### config.mk
export PLATFORM = sky130hd
export DESIGN_NAME = pipeline_ctrl
export DESIGN_NICKNAME = d
export VERILOG_FILES = /design/src/rtl/pipeline_ctrl.sv
export SDC_FILE = /design/constraint.sdc
export NUM_CORES = 1
export LEC_CHECK = 0
export CAP_MARGIN = 20
export CORE_ASPECT_RATIO = 0.7
export CORE_MARGIN = 10
export CORE_UTILIZATION = 42
export DETAILED_ROUTE_END_ITERATION = 6
export HOLD_SLACK_MARGIN = 0.03
export PLACE_DENSITY = 0.82
export SLEW_MARGIN = 25
export SYNTH_ARGS = -nofsm -noshare
export SYNTH_HDL_FRONTEND = slang
export SYNTH_SLANG_ARGS = --single-unit
### constraint.sdc
create_clock -name clk -period 3.1 [get_ports clk]
set_clock_uncertainty 0.05 [all_clocks]
set_input_delay 0.62 -clock clk [delete_from_list [all_inputs] [get_ports clk]]
set_output_delay 0.62 -clock clk [all_outputs]
set_load 0.02 [all_outputs]
### src/rtl/pipeline_ctrl.sv
// Osiris I hazard/sequencing controller: stalls, flushes, EX forwarding,
// MEM-stage data access FSM with timeout. Optional PIPELINE_CTRL_PERF_EN.
module pipeline_ctrl #(
    parameter int REG_WIDTH   = 4,
    parameter int TMO_WIDTH   = 8,
    parameter int MEM_TIMEOUT = 200
) (
    input  logic                 clk,
    input  logic                 rst,
    input  logic [REG_WIDTH-1:0] i_rs1_D,
    input  logic [REG_WIDTH-1:0] i_rs2_D,
    input  logic [REG_WIDTH-1:0] i_rs1_EX,
    input  logic [REG_WIDTH-1:0] i_rs2_EX,
    input  logic [REG_WIDTH-1:0] i_rd_EX,
    input  logic [1:0]           i_result_src_EX,
    input  logic                 i_pc_src_EX,
    input  logic [REG_WIDTH-1:0] i_rd_M,
    input  logic                 i_reg_write_M,
    input  logic                 i_mem_req_M,
    input  logic [REG_WIDTH-1:0] i_rd_W,
    input  logic                 i_reg_write_W,
    input  logic                 i_mem_ack,
    output logic                 o_stall_F,
    output logic                 o_stall_D,
    output logic                 o_stall_EX,
    output logic                 o_stall_M,
    output logic                 o_flush_D,
    output logic                 o_flush_EX,
    output logic [1:0]           o_forward_a_EX,
    output logic [1:0]           o_forward_b_EX,
    output logic                 o_mem_req,
`ifdef PIPELINE_CTRL_PERF_EN
    output logic [31:0]          o_cnt_mstall,
    output logic [31:0]          o_cnt_lu,
    output logic [31:0]          o_cnt_flush,
    output logic [31:0]          o_cnt_tmo,
`endif
    output logic                 o_mem_err
);

    typedef enum logic {
        S_IDLE,
        S_WAIT
    } state_t;

    localparam logic [TMO_WIDTH-1:0] TMO_LIM = TMO_WIDTH'(MEM_TIMEOUT);
    localparam logic [TMO_WIDTH-1:0] CNT_MAX = '1;
    localparam logic [TMO_WIDTH-1:0] CNT_ONE = TMO_WIDTH'(1);

    state_t               state_q, state_d;
    logic [TMO_WIDTH-1:0] cnt_q, cnt_d;
    logic                 err_q, err_d;
    logic                 mstall;
    logic                 tmo;
    logic                 mreq;
    logic                 lu;
    logic                 lu_bubble;
    logic                 br_flush;

    // EX operand forwarding; MEM result wins over WB result
    always_comb begin
        o_forward_a_EX = 2'b00;
        o_forward_b_EX = 2'b00;
        if (!rst) begin
            if (i_reg_write_M && i_rd_M != '0 && i_rd_M == i_rs1_EX)
                o_forward_a_EX = 2'b10;
            else if (i_reg_write_W && i_rd_W != '0 && i_rd_W == i_rs1_EX)
                o_forward_a_EX = 2'b01;
            if (i_reg_write_M && i_rd_M != '0 && i_rd_M == i_rs2_EX)
                o_forward_b_EX = 2'b10;
            else if (i_reg_write_W && i_rd_W != '0 && i_rd_W == i_rs2_EX)
                o_forward_b_EX = 2'b01;
        end
    end

    // Load-use detection between EX load and DECODE sources
    always_comb begin
        lu = (i_result_src_EX == 2'b01) && (i_rd_EX != '0) &&
             ((i_rd_EX == i_rs1_D) || (i_rd_EX == i_rs2_D));
    end

    // Memory access FSM next state, request strobe and memory stall
    always_comb begin
        state_d = state_q;
        cnt_d   = cnt_q;
        err_d   = err_q;
        mstall  = 1'b0;
        tmo     = 1'b0;
        mreq    = 1'b0;
        if (!rst) begin
            unique case (state_q)
                S_IDLE: begin
                    if (i_mem_req_M) begin
                        mreq = 1'b1;
                        if (!i_mem_ack) begin
                            mstall  = 1'b1;
                            state_d = S_WAIT;
                            cnt_d   = CNT_ONE;
                        end
                    end
                end
                S_WAIT: begin
                    mreq = 1'b1;
                    if (i_mem_ack) begin
                        state_d = S_IDLE;
                        cnt_d   = '0;
                    end else if (cnt_q == TMO_LIM) begin
                        tmo     = 1'b1;
                        err_d   = 1'b1;
                        state_d = S_IDLE;
                        cnt_d   = '0;
                    end else begin
                        mstall = 1'b1;
                        if (cnt_q != CNT_MAX)
                            cnt_d = cnt_q + CNT_ONE;
                    end
                end
                default: begin
                    state_d = S_IDLE;
                    cnt_d   = '0;
                end
            endcase
        end
    end

    // Stall/flush priority: memory stall, taken branch, load-use
    always_comb begin
        o_stall_F  = 1'b0;
        o_stall_D  = 1'b0;
        o_stall_EX = 1'b0;
        o_stall_M  = 1'b0;
        o_flush_D  = 1'b0;
        o_flush_EX = 1'b0;
        lu_bubble  = 1'b0;
        br_flush   = 1'b0;
        if (rst) begin
            o_flush_D  = 1'b1;
            o_flush_EX = 1'b1;
        end else if (mstall) begin
            o_stall_F  = 1'b1;
            o_stall_D  = 1'b1;
            o_stall_EX = 1'b1;
            o_stall_M  = 1'b1;
        end else if (i_pc_src_EX) begin
            o_flush_D  = 1'b1;
            o_flush_EX = 1'b1;
            br_flush   = 1'b1;
        end else if (lu) begin
            o_stall_F  = 1'b1;
            o_stall_D  = 1'b1;
            o_flush_EX = 1'b1;
            lu_bubble  = 1'b1;
        end
    end

    // FSM state, wait counter and sticky error register
    always_ff @(posedge clk) begin
        if (rst) begin
            state_q <= S_IDLE;
            cnt_q   <= '0;
            err_q   <= 1'b0;
        end else begin
            state_q <= state_d;
            cnt_q   <= cnt_d;
            err_q   <= err_d;
        end
    end

    assign o_mem_req = mreq;
    assign o_mem_err = err_q;

`ifdef PIPELINE_CTRL_PERF_EN
    logic [31:0] pc_mstall_q, pc_mstall_d;
    logic [31:0] pc_lu_q, pc_lu_d;
    logic [31:0] pc_flush_q, pc_flush_d;
    logic [31:0] pc_tmo_q, pc_tmo_d;

    // Saturating event counters
    always_comb begin
        pc_mstall_d = pc_mstall_q;
        pc_lu_d     = pc_lu_q;
        pc_flush_d  = pc_flush_q;
        pc_tmo_d    = pc_tmo_q;
        if (mstall && pc_mstall_q != '1)
            pc_mstall_d = pc_mstall_q + 32'd1;
        if (lu_bubble && pc_lu_q != '1)
            pc_lu_d = pc_lu_q + 32'd1;
        if (br_flush && pc_flush_q != '1)
            pc_flush_d = pc_flush_q + 32'd1;
        if (tmo && pc_tmo_q != '1)
            pc_tmo_d = pc_tmo_q + 32'd1;
    end

    // Counter registers, cleared by reset
    always_ff @(posedge clk) begin
        if (rst) begin
            pc_mstall_q <= '0;
            pc_lu_q     <= '0;
            pc_flush_q  <= '0;
            pc_tmo_q    <= '0;
        end else begin
            pc_mstall_q <= pc_mstall_d;
            pc_lu_q     <= pc_lu_d;
            pc_flush_q  <= pc_flush_d;
            pc_tmo_q    <= pc_tmo_d;
        end
    end

    assign o_cnt_mstall = pc_mstall_q;
    assign o_cnt_lu     = pc_lu_q;
    assign o_cnt_flush  = pc_flush_q;
    assign o_cnt_tmo    = pc_tmo_q;
`endif

endmodule

* Word-level counts from Yosys, hierarchy flattened
Index checks and enable logic that the tools add are counted.
Storage, ports and cells: output and inout bits 12, logic and storage cells 65, flip-flop bits (word level) 10, bits of input ports 37
Operators by class: mux-type cells 33, bitwise logic cells 2, equal/unequal tests 12, reductions and logical operators 14, $add $sub $neg 1
Operators by type and width (number):
- 8-bit 2-to-1 mux | 5
- 4-bit == test | 6
- 1-bit 2-to-1 mux | 21
- 8-bit case mux with 2 select lines | 1
- 4-bit nonzero test | 3
- 8-bit by 1-bit adder with 8-bit output (second input constant) | 1
- 8-bit == test (second input constant) | 1
- 1-bit logical AND | 8
- 2-bit 2-to-1 mux | 4
- 8-bit != test (second input constant) | 1
- 3-bit AND reduction | 2
- 2-bit != test (second input constant) | 2
- 4-bit by 2-bit != test with 1-bit output (second input constant) | 1
- 1-bit case mux with 2 select lines | 2
- 2-bit by 1-bit == test with 1-bit output (second input constant) | 1
- 1-bit NOT | 2
- 1-bit logical OR | 1

* Depth between registers and ports, before layout
depth after elaboration 7, depth in mapped cells 8, mapped depth without buffers 7

* Least setup slack after synthesis
Ideal clock, no wire load.
path type flip-flop to output port, from register cnt_q[0], to output o_stall_F, arrival 2.272 ns, path buffers 1, setup slack 0.158 ns, cell stages (with the launch flop) 9, path through dfxtp_1 inv_1 ha_1 nand4_1 nor2_1 a2111oi_2 a31oi_1 nor2_1 buf_4
On the way: word-level cells in the longest chain between the ends 7
Ends and longest elaborated chain:
- from (decl) | RTL line 51 | logic [TMO_WIDTH-1:0] cnt_q, cnt_d;
- from (signal assigned) | RTL line 164 | cnt_q <= cnt_d;
- 8-bit == test | RTL line 107 | end else if (cnt_q == TMO_LIM) begin
- 1-bit 2-to-1 mux | RTL line 107
- 1-bit 2-to-1 mux | RTL line 104 | if (i_mem_ack) begin
- 1-bit case mux with 2 select lines | RTL line 91 | unique case (state_q)
- 1-bit 2-to-1 mux | RTL line 90 | if (!rst) begin
- 1-bit 2-to-1 mux (2 in a row)
- to (decl) | RTL line 23 | output logic o_stall_F,
No other way between the ends.

* Final worst setup path
from input i_rd_EX[3], to output o_stall_D
On the way: word-level cells in the longest chain between the ends 7
Ends and longest elaborated chain:
- from (decl) | RTL line 14 | input logic [REG_WIDTH-1:0] i_rd_EX,
- 4-bit == test / 4-bit nonzero test (equally long branches) | RTL line 79, 78
- 1-bit logical OR / 1-bit logical AND (equally long branches) | RTL line 79, 78
- 1-bit logical AND * | RTL line 78 | lu = (i_result_src_EX == 2'b01) && (i_rd_EX != '0) &&
- 1-bit 2-to-1 mux * | RTL line 148 | end else if (lu) begin
- 1-bit 2-to-1 mux * | RTL line 144 | end else if (i_pc_src_EX) begin
- 1-bit 2-to-1 mux * | RTL line 139 | end else if (mstall) begin
- 1-bit 2-to-1 mux * | RTL line 136 | if (rst) begin
- to (decl) | RTL line 24 | output logic o_stall_D,
Mark *: on every way between the ends. The rest lies on a longest branch, timed or not.

==> metrics.txt <==
status=completed; DR WL/cell=15.4 µm; fin util=74.2%; Slew Limit Fails=0; highest-count cells in the layout ignoring fill and taps=clkdlybuf4s50_1 (38), xnor2_1 (21), buf_4 (16); Max clock buf depth=2; Leakage=between 0.6 and 0.7 nW; Reg2Reg Setup Slack=970 ps; Die Height=59.4 µm; Final setup viols=0; Critical Path, Cell by Cell=clkdlybuf4s50_1 > xor2_1 > o41ai_2 > buf_4 > a31oi_1 > nor2_1 > clkdlybuf4s15_1; Synth area leaders=dfxtp_1 (22%), xnor2_1 (20%), a21oi_1 (5.4%), nand4_1 (4.0%), nor2_1 (4.0%); register bit total from synthesis=10; layout cells sized above 1=14.4%; Post-synth EDFFs=0; Die Span X=76.2 µm; clk_lat worst skew=~300 ps; Max FO, Critical Path=2; FMAX=329 MHz; CP max-delay cell=clkdlybuf4s50_1; detailed router's first-iteration violation count=59; PortBufs=48; Synth Flop Type=dfxtp_1; Final Cycle Share=98.1%; Int Pwr=0.293 mW; Worst Reg-to-Reg Cells=6; Setup TNS Final=0 ps; Netlist cell types=36; yosys synthesis warning count=0; # nets final=220; Finished Cell Area=0.00157 mm²; Final Hold Fails=0; io pins=49; RSZ-0062 raised after global routing=no; sw frac=29.5%; CP Data Arrival Time=2370 ps; # diodes=0; Setup crit start=i_rd_EX[3]; initial antenna violation count=0; Worst Max-Slew Pin Slew=around 420 ps; Tot GR Track Use=15.0%; syn_area_per_cell=7.95 µm²; total CTS buffers=3; Hold WS=423 ps; Vias/cell=5.28; DRT antenna net count=0; commonest non-fill, non-tap cell in the layout=clkdlybuf4s50_1; WP data required=2430 ps; vias in the first global route=1,167; Hold WC Path Type=flop to flop; clock root buffer=clkbuf_4; FP Rows=14; CTS tree=done; fraction of registers with async set or reset after synthesis=0%; share of the synthesized area in the top cell type=21.5%; Die ar.=~0.0045 mm²; cell count after synthesis=~120; Critical R2R Capture=cnt_q[0]$_SDFFE_PP0P_; Post-DP Area=between 0.0015 and 0.002 mm²; total chip power=about 0.42 mW; DR DRC count=0; CP Class=input pin to primary output; # fillers=approximately 170; final non-filler cell total=212; CTS H-tree depth=1; Worst setup EP type=primary output; CP peak stage delay=450 ps; total core area=0.00212 mm²; Pwr Density=264 mW/mm²; mapped cell area=930 µm²; Starting Density=43.9%; Comb power frac=a little over a third; post-layout min period=3040 ps; Slew Limit Headroom=around 70%; Seq/Total Area, Yosys=21.5%; Reg area=200 µm²; DP Cell Count=208; HPWL Detailed=approximately 2800 µm; footprint of the multi-input gates=slightly below 700 µm²; largest net degree at the start of global routing=10; pre-CTS setup slack=-312 ps; first-pass GRT wire length=5490 µm; gp weighted congestion=0.900; GR Overflow Total=0; startpoint types=input pin; number of setup buffers added after CTS=0; DRT Pass-1 Iters=4; clock power share=31.3%; Final WS setup=59.5 ps; sequential share of power=32.1%; Synth area leader=dfxtp_1; VDD IR max=between 0.15 and 0.2 mV; syn nets=156; Critical R2R Launch=cnt_q[0]$_SDFFE_PP0P_; vias=about 1.1k; Layout area overhead=69.2%; Max Cap Viol=0; NetSw=0.122 mW; Clock Sinks=10; WL final=3260 µm; CTS clock-pin slew for the worst setup and hold paths=70 ps; Critical Path Sink=o_stall_D
[how the worst min path moves through the flow]
stage	from	endpoint	cells past startpoint
after floorplan	cnt_q[5]$_SDFFE_PP0P_	cnt_q[5]$_SDFFE_PP0P_	2
after global placement	o_mem_err$_SDFFE_PP0P_	o_mem_err$_SDFFE_PP0P_	2
after detailed placement	o_mem_err$_SDFFE_PP0P_	o_mem_err$_SDFFE_PP0P_	2
after CTS	o_mem_err$_SDFFE_PP0P_	o_mem_err$_SDFFE_PP0P_	2
after global routing	o_mem_err$_SDFFE_PP0P_	o_mem_err$_SDFFE_PP0P_	2
final	o_mem_err$_SDFFE_PP0P_	o_mem_err$_SDFFE_PP0P_	2
[worst max-delay path: cells and delay by family]
kind | cells | cell delay [ps]
AO/OA/AOI/OAI | 2 | 440
XOR/XNOR | 1 | 190
buffers and inverters | 3 | 950
AND/OR/NAND/NOR | 1 | 160
[sequential cells by signal, summed over array words and instances, names as in the netlist]
register / flops
o_mem_err: 1
state_q: 1
cnt_q: 8
[logic make-up after synthesis]
family          count (synthesis)  synth area share (%)
simple gates                   39                  23.4
compound gates                 31                  23.1
xor+xnor                       25                  23.6
buf+inv                        10                  5.65
flops                          10                  21.5
fa+ha+maj                       2                  2.69
[cell usage after synthesis (3+ instances only)]
cell and count:
nor3_1 5, a21oi_1 10, nand3b_1 3, inv_1 5
and3_1 3, dfxtp_1 10, or3_1 4, xor2_1 4
a31oi_1 3, o21ai_0 3, nand4_1 6, nor2_1 10
xnor2_1 21
[power groups by stage]
stage	combinational (mW)	clock (mW)	sequential (mW)
finish	0.152	0.130	0.133
global route	0.163	0.141	0.134
CTS	0.153	0.130	0.133
detailed placement	0.154	0	0.136
global placement	0.149	0	0.136
floorplan	0.0615	0	0.135
[cell type report]
type	instances	area share, %
clock buffer	4	2.31
sequential	10	12.7
timing repair buffer	64	37.7
inverter	5	1.19
tap	32	2.55
multi-input combinational	97	43.5
[layer usage]
layer	wire [µm]	GRT usage, %	share of wire, %
met4	52	6.33	1.6
met5	0	0	0
met1	1410	16.5	43
met3	259	6.82	7.9
met2	1540	25.0	47
[what timing repair did]
action,4_1_cts,5_1_grt
hold buffers,0,0
endpoints found under the setup margin,8,4
gates resized for setup,9,5
No activity file was read; power rests on OpenSTA's default activity.
